### config.mk
export PLATFORM = sky130hd
export DESIGN_NAME = swg_input_writer
export DESIGN_NICKNAME = d
export VERILOG_FILES = /design/src/rtl/swg_input_writer_pkg.sv /design/src/rtl/swg_occupancy_counter.sv /design/src/rtl/swg_input_writer.sv
export SDC_FILE = /design/constraint.sdc
export NUM_CORES = 1
export LEC_CHECK = 0
export BUFFER_PORTS_ARGS = -buffer_cell sky130_fd_sc_hd__buf_4
export CORE_MARGIN = 4
export CORE_UTILIZATION = 49
export CTS_BUF_LIST = sky130_fd_sc_hd__clkbuf_16
export DETAILED_ROUTE_END_ITERATION = 6
export MAX_ROUTING_LAYER = met4
export PLACE_DENSITY_LB_ADDON = 0.25
export SLEW_MARGIN = 5
export SYNTH_ARGS = -nofsm -noshare
export SYNTH_HDL_FRONTEND = slang
export SYNTH_SLANG_ARGS = --single-unit
### constraint.sdc
create_clock -name clk -period 2.55 [get_ports clk]
set_input_delay 0.255 -clock clk [delete_from_list [all_inputs] [get_ports clk]]
set_output_delay 0.255 -clock clk [all_outputs]
set_load 0.005 [all_outputs]
### src/rtl/swg_input_writer_pkg.sv
// Shared types for the sliding window generator write side.
package swg_input_writer_pkg;

  typedef enum logic [1:0] {
    ST_FILL  = 2'd0,
    ST_RUN   = 2'd1,
    ST_DRAIN = 2'd2
  } wstate_e;

endpackage

### src/rtl/swg_occupancy_counter.sv
// Occupancy tracker: +inc / -dec per cycle, clamped to [0, MAX], sticky underflow flag.
module swg_occupancy_counter #(
  parameter int unsigned MAX = 16,
  parameter int unsigned CW  = $clog2(MAX + 1)
) (
  input  logic          clk,
  input  logic          rst,
  input  logic          inc,
  input  logic [CW-1:0] dec,
  output logic [CW-1:0] level,
  output logic [CW-1:0] level_next_c,
  output logic          underflow
);

  localparam logic signed [CW:0] MAX_S = $signed((CW + 1)'(MAX));

  logic signed [CW:0] sum_c;

  // Net update at one extra bit so a release larger than the level shows up as negative.
  always_comb begin
    sum_c = $signed({1'b0, level}) + $signed({{CW{1'b0}}, inc}) - $signed({1'b0, dec});
    if (sum_c[CW]) begin
      level_next_c = '0;
    end else if (sum_c > MAX_S) begin
      level_next_c = CW'(MAX);
    end else begin
      level_next_c = sum_c[CW-1:0];
    end
  end

  always_ff @(posedge clk or posedge rst) begin
    if (rst) begin
      level     <= '0;
      underflow <= 1'b0;
    end else begin
      level <= level_next_c;
      if (sum_c[CW]) underflow <= 1'b1;
    end
  end

endmodule

### src/rtl/swg_input_writer.sv
// Write-side front end of the sliding window generator: stream in, cyclic buffer writes,
// occupancy tracking and fill/run/drain frame sequencing.
module swg_input_writer
  import swg_input_writer_pkg::*;
#(
  parameter int unsigned WIDTH           = 8,
  parameter int unsigned DEPTH           = 16,
  parameter int unsigned PREFILL         = 8,
  parameter int unsigned ELEMS_PER_FRAME = 64
) (
  input  logic                         clk,
  input  logic                         rst,
  input  logic [WIDTH-1:0]             s_tdata,
  input  logic                         s_tvalid,
  output logic                         s_tready,
  input  logic [$clog2(DEPTH+1)-1:0]   release_count,
  output logic                         wr_en,
  output logic [$clog2(DEPTH)-1:0]     wr_addr,
  output logic [WIDTH-1:0]             wr_data,
  output logic [$clog2(DEPTH+1)-1:0]   fill_level,
  output logic                         rd_start,
  output logic                         frame_done,
  output logic                         err_underflow
);

  localparam int unsigned AW = $clog2(DEPTH);
  localparam int unsigned CW = $clog2(DEPTH + 1);
  localparam int unsigned EW = (ELEMS_PER_FRAME > 1) ? $clog2(ELEMS_PER_FRAME) : 1;

  wstate_e       state, state_n;
  logic [AW-1:0] addr;
  logic [EW-1:0] elem_cnt;
  logic          ready_q;
  logic          accept_c;
  logic          last_c;
  logic [CW-1:0] level_n;

  assign accept_c   = s_tvalid & ready_q;
  assign last_c     = accept_c && (elem_cnt == EW'(ELEMS_PER_FRAME - 1));
  assign s_tready   = ready_q;
  assign wr_en      = accept_c;
  assign wr_data    = s_tdata;
  assign wr_addr    = addr;
  assign rd_start   = (state != ST_FILL);
  assign frame_done = (state == ST_DRAIN) && (fill_level == '0);

  swg_occupancy_counter #(
    .MAX (DEPTH),
    .CW  (CW)
  ) u_occ (
    .clk          (clk),
    .rst          (rst),
    .inc          (accept_c),
    .dec          (release_count),
    .level        (fill_level),
    .level_next_c (level_n),
    .underflow    (err_underflow)
  );

  // Frame sequencing; the last accept of a frame wins over the prefill threshold.
  always_comb begin
    state_n = state;
    unique case (state)
      ST_FILL: begin
        if (last_c)                          state_n = ST_DRAIN;
        else if (fill_level >= CW'(PREFILL)) state_n = ST_RUN;
      end
      ST_RUN: begin
        if (last_c) state_n = ST_DRAIN;
      end
      ST_DRAIN: begin
        if (fill_level == '0) state_n = ST_FILL;
      end
      default: state_n = ST_FILL;
    endcase
  end

  // Ready is registered from next-state values so it never depends on s_tvalid.
  always_ff @(posedge clk or posedge rst) begin
    if (rst) begin
      state    <= ST_FILL;
      ready_q  <= 1'b0;
      addr     <= '0;
      elem_cnt <= '0;
    end else begin
      state   <= state_n;
      ready_q <= (state_n != ST_DRAIN) && (level_n < CW'(DEPTH));
      if (accept_c) begin
        addr <= (addr == AW'(DEPTH - 1)) ? '0 : addr + 1'b1;
      end
      if (last_c) begin
        elem_cnt <= '0;
      end else if (accept_c) begin
        elem_cnt <= elem_cnt + 1'b1;
      end
    end
  end

endmodule
# Word level (Yosys, flattened, before mapping)
# Cells that the tools add are included.
# W data, S select, Z words.
dict set report totals {
  reg_bits 19
}
dict set report op_classes {
  n_reduce_logical 7
  n_addsub 4
  bitwise 1
  mux 10
  n_lt_le_gt_ge 3
  eq_ne 5
}
# cell n
set ops {}
lappend ops {{$mux W6} 2}
lappend ops {{$mux W5} 2}
lappend ops {{$mux W2} 4}
lappend ops {{$add A5 B1 Y6} 1}
lappend ops {{$add A6 B1 Y6 const B} 1}
lappend ops {{$eq A6 B6 Y1 const B} 1}
lappend ops {{$gt A6 B6 Y1 const B} 1}
lappend ops {{$pmux W2 S3} 1}
lappend ops {{$sub A6 B6 Y6} 1}
lappend ops {{$ge A5 B4 Y1 const B} 1}
lappend ops {{$logic_not A5 Y1} 1}
lappend ops {{$lt A5 B5 Y1 const B} 1}
lappend ops {{$add A4 B1 Y4 const B} 1}
lappend ops {{$eq A4 B4 Y1 const B} 1}
lappend ops {{$mux W4} 1}
lappend ops {{$reduce_bool A2 Y1} 2}
lappend ops {{$logic_and A1 B1 Y1} 3}
lappend ops {{$eq A2 B1 Y1 const B} 1}
lappend ops {{$eq A2 B2 Y1 const B} 1}
lappend ops {{$logic_not A2 Y1} 1}
lappend ops {{$ne A2 B2 Y1 const B} 1}
lappend ops {{$and A1 B1 Y1} 1}

# Longest topological paths before layout
dict set report logic_depth {
  depth_word 8
  ltp_mapped 9
}

# Hierarchy
# From an unflattened synthesis, not the netlist that was laid out.
dict set report hier_totals {
  cells_unflattened 115
  area_unflattened_um2 1151.1
}
# mod cells_each seq_area_each_um2 area_each_um2 instances
set modules_own_cells {}
lappend modules_own_cells {swg_input_writer 71 325.3 684.4 1}
lappend modules_own_cells {swg_occupancy_counter 44 150.1 466.7 1}

# Least setup slack after synthesis
# No wires, ideal clock.
dict set report synth_timing {
  path_type {register to register}
  start {reg ready_q, in the netlist s_tready}
  end {reg u_occ.level[4]}
  synth_period_minus_slack_ns 2.123
  n_path_buf 0
  setup_time_ns 0.067
  slack_ns 0.427
  t_arrival_ns 2.056
  stages_incl_launch_ff 9
  path_cell_list {dfrtp_1 nand2_1 inv_1 ha_1 fa_1 a21o_1 a21oi_1 xnor2_1 and3_1}
}
dict set report synth_between {
  elab_chain_cells 6
}
# item line_no
set synth_lines {}
lappend synth_lines {{start, declared} swg_input_writer.sv:33} ;# logic ready_q;
lappend synth_lines {{start signal, assigned} swg_input_writer.sv:87} ;# ready_q <= (state_n != ST_DRAIN) && (level_n < CW'(DEPTH));
lappend synth_lines {{$and A1 B1 Y1 *} swg_input_writer.sv:38} ;# assign accept_c = s_tvalid & ready_q;
lappend synth_lines {{named net wr_en} swg_input_writer.sv:17} ;# output logic wr_en,
lappend synth_lines {{$add A5 B1 Y6 *} swg_occupancy_counter.sv:21} ;# sum_c = $signed({1'b0, level}) + $signed({{CW{1'b0}}, inc}) - $signed({1'b0, dec});
lappend synth_lines {{$sub A6 B6 Y6 *} swg_occupancy_counter.sv:21}
lappend synth_lines {{$gt A6 B6 Y1} swg_occupancy_counter.sv:24} ;# end else if (sum_c > MAX_S) begin
lappend synth_lines {{$mux W5} swg_occupancy_counter.sv:24}
lappend synth_lines {{$mux W5 *} swg_occupancy_counter.sv:22} ;# if (sum_c[CW]) begin
lappend synth_lines {{named net level_n[4]} swg_input_writer.sv:36} ;# logic [CW-1:0] level_n;
lappend synth_lines {{end signal, assigned} swg_occupancy_counter.sv:36} ;# level <= level_next_c;
lappend synth_lines {{end, declared} swg_occupancy_counter.sv:10} ;# output logic [CW-1:0] level,
# The timed path passes the listed nets; every way through them passes the cells marked *.
# A chain may end at the register's enable or synchronous reset.

# Final worst setup path
dict set report layout_timing {
  start {reg u_occ.level[0]}
  end {reg u_occ.level[3]}
}
dict set report layout_between {
  elab_chain_cells 5
}
# item line_no
set layout_lines {}
lappend layout_lines {{$add A5 B1 Y6 *} swg_occupancy_counter.sv:21}
lappend layout_lines {{$sub A6 B6 Y6 *} swg_occupancy_counter.sv:21}
lappend layout_lines {{$gt A6 B6 Y1} swg_occupancy_counter.sv:24}
lappend layout_lines {{$mux W5} swg_occupancy_counter.sv:24}
lappend layout_lines {{$mux W5 *} swg_occupancy_counter.sv:22}
lappend layout_lines {{named net level_n[3]} swg_input_writer.sv:36}
# Marked as above.

==> flow_summary.toml <==
[timing]
fin_skew_ns = 0.00220
relSlewSlack_pct = 53.1
period_share_pct = 91.0
rsz0062_at_grt = "no"
hold_viol_final = 0
fin_crit_ns = 2.32
worst_pin_slew_ns = 0.702
clock.fmax_mhz = 431
finalSetupViolations = 0
fin_setup_tns_ns = 0
fin_ws_ns = 0.230
drv_slew = 0

[synth]
async_reset_ff_share_pct = 100
synthAdderAreaFrac_pct = 14.9
synth_compound_area_share_pct = 9.96
yosysUniqueCellTypes = 34
syn_inst = 113
syn_avg_cell_area_um2 = 10.1
yosys.cell_count.top_type = "dfrtp_1"
synth_ff_type = "dfrtp_1"
synthTopCellsByCount = "dfrtp_1 (19), ha_1 (12), nand2_1 (11), inv_1 (10), buf_4 (8)"
synth_xor_area_share_pct = 5.36
ys_ff_latch = 19
yosysWarnings = 0
synth-edff-count = 0
synthMuxAreaShare_pct = 0.985
synth_top_family_by_area = "simple AND/OR/NAND/NOR gates"
ys_top_cells_by_area = "dfrtp_1 (42%), ha_1 (13%), buf_4 (5.3%)"
synth_area_um2 = 1140
synth.top_cell.area_share_pct = 41.6
yosys.area_share.simple_pct = 18.7
post-synth-top-area-cell = "dfrtp_1"
syn_nets = 142
ys_seq_area_share_pct = 41.6

[floorplanning]
initial_core_util_pct = 51.7
rows = 17
num_io_pins = 38
die_h_um = 56.3
fp.dieW_um = 56.3
core_area_um2 = 2210
dieArea_um2 = 3170

[cts]
cts_tree = "built"
cts-root-buf = "clkbuf_16"
clock_sinks = 19
post_cts_resized = 0
clockBufferDepth = 2
path_clk_slew_ns = 0.05
cts_buffers = 3
insertion_delay_ns = 0.25
ctsHoldBuffers = 0
htree_levels = 1
cts_setup_buffers = 0

[place]
io_buffer_count = 21
dp_hpwl_um = 1770
gp_congestion = 0.831
pre_cts_slack_ns = 0.244

[critical_path]
worstPathRequired_ns = 2.69
endpoint_kind = "flop"
cp-start-kind = "flop"
crit_fanout = 6
critical_path_class = "reg -> reg"
arrival_ns = 2.46

[min_path]
hold_path.class = "in -> async"

[run_status]
status = "complete, no violations"

[global_route]
grt_max_degree = 20
first_global_vias = 881
grt_usage_pct = 16.5
grt-ovfl-total = 0
grt_pass1_wl_um = 3950
antenna_found_initial = 0

[detailed_routing]
via_per_inst = 5.27
routed_wl_um = 2210
wire_per_inst_um = 13.9
drtAntennaViolNets = 0
dr.pass1.iters = 4
drt_iter0_drc = 27
num_vias = 838
drc = 0

[cells_and_area]
layout-drive-gt1-share_pct = 24.4
fill_cells = 181
diodes = 0
post-route-util_pct = 61.7
final_nets = 161
area_growth_pct = 19.3
multi_input_area_um2 = 571
seq_area_um2 = 475

[pwr]
total_power_mw = 1.05
peakVddDrop_mv = 0.662
powerDensity_nw_per_um2 = 768
p_leak_nw = 0.689

[run]
maxCapViolations = 0
[cell families (layout without fill, tap and decap cells)]
group	Yosys count	in the layout
muxes	1	1
AOI/OAI and AO/OA	17	17
DFF	19	19
xor gates and xnor gates	7	7
buffers and inverters	18	36
and+or+nand+nor	38	38
adders and majority gates	13	13
[state kept, by name, indices dropped and copies added (netlist names)]
name and cells:
u_occ.underflow 1, u_occ.level 5, wr_addr 4, elem_cnt 6
s_tready 1, state 2
[critical path, stage by stage (launching register included)]
cell and delay, ns:
dfrtp_1 0.38, inv_1 0.06, ha_1 0.26, inv_1 0.04
ha_1 0.19, fa_1 0.41, a21o_1 0.21, a21oi_1 0.19
xnor2_1 0.17, nor4_1 0.30
[cell type report]
| type | instances | share of cell area, % |
|---|---|---|
| well taps | 28 | 2.57 |
| multi-input cells | 76 | 41.8 |
| repair buffers | 22 | 12.1 |
| inverters | 10 | 2.75 |
| clock buffers | 3 | 5.50 |
| flip-flops and latches | 19 | 34.9 |
| clock inverters | 1 | 0.367 |
[stage by stage]
step | hold slack, ns | instance area [µm²] | instances
after floorplan | 0.206 | 1140 | 113
after global placement | 0.415 | 1280 | 155
after detailed placement | 0.422 | 1280 | 155
after CTS | 0.161 | 1360 | 159
after global routing | 0.193 | 1360 | 159
final | 0.122 | 1360 | 159
[final timing paths]
check                      depth (start not counted)              to           start  slack [ns]
hold / removal                                     2      wr_addr[2]             rst        0.12
min in group clk                                   3     elem_cnt[2]        s_tvalid        0.37
max in group asynchronous                          2     elem_cnt[0]             rst        1.98
setup / recovery                                   9  u_occ.level[3]  u_occ.level[0]        0.23
hold reg to reg                                    1        state[0]        state[1]        0.48
setup reg to reg                                   9  u_occ.level[3]  u_occ.level[0]        0.23
[metal layers]
metal  vias to the layer above  share of wire [%]  wire length (µm)  GRT usage, %
li1                        428                  -                 -             -
met1                       385                 45               997          19.6
met2                        17                 47              1040          25.9
met3                         8                5.8               129          4.60
met4                         0                2.0                44          7.80
met5                         -                  0                 0             -
[power breakdown]
group          internal (mW)  switching, mW
clock                  0.210          0.108
sequential             0.374         0.0809
combinational          0.149          0.126
total                  0.733          0.315
[placed cells by master, fill, tap and decap left out, types with 2 or more instances in the layout]
cell	Yosys	final
dfrtp_1	19	19
nor3_1	4	4
nand2_1	11	11
nor2_1	3	3
inv_1	10	10
nand3_1	4	4
buf_4	8	22
and3_1	3	3
nor4b_1	2	2
a21oi_1	4	4
o21ai_0	3	3
a21o_1	3	3
nor4_1	2	2
xnor2_1	6	6
ha_1	12	12
clkbuf_16	0	3
Note: power is estimated with default switching activity, not from simulation.
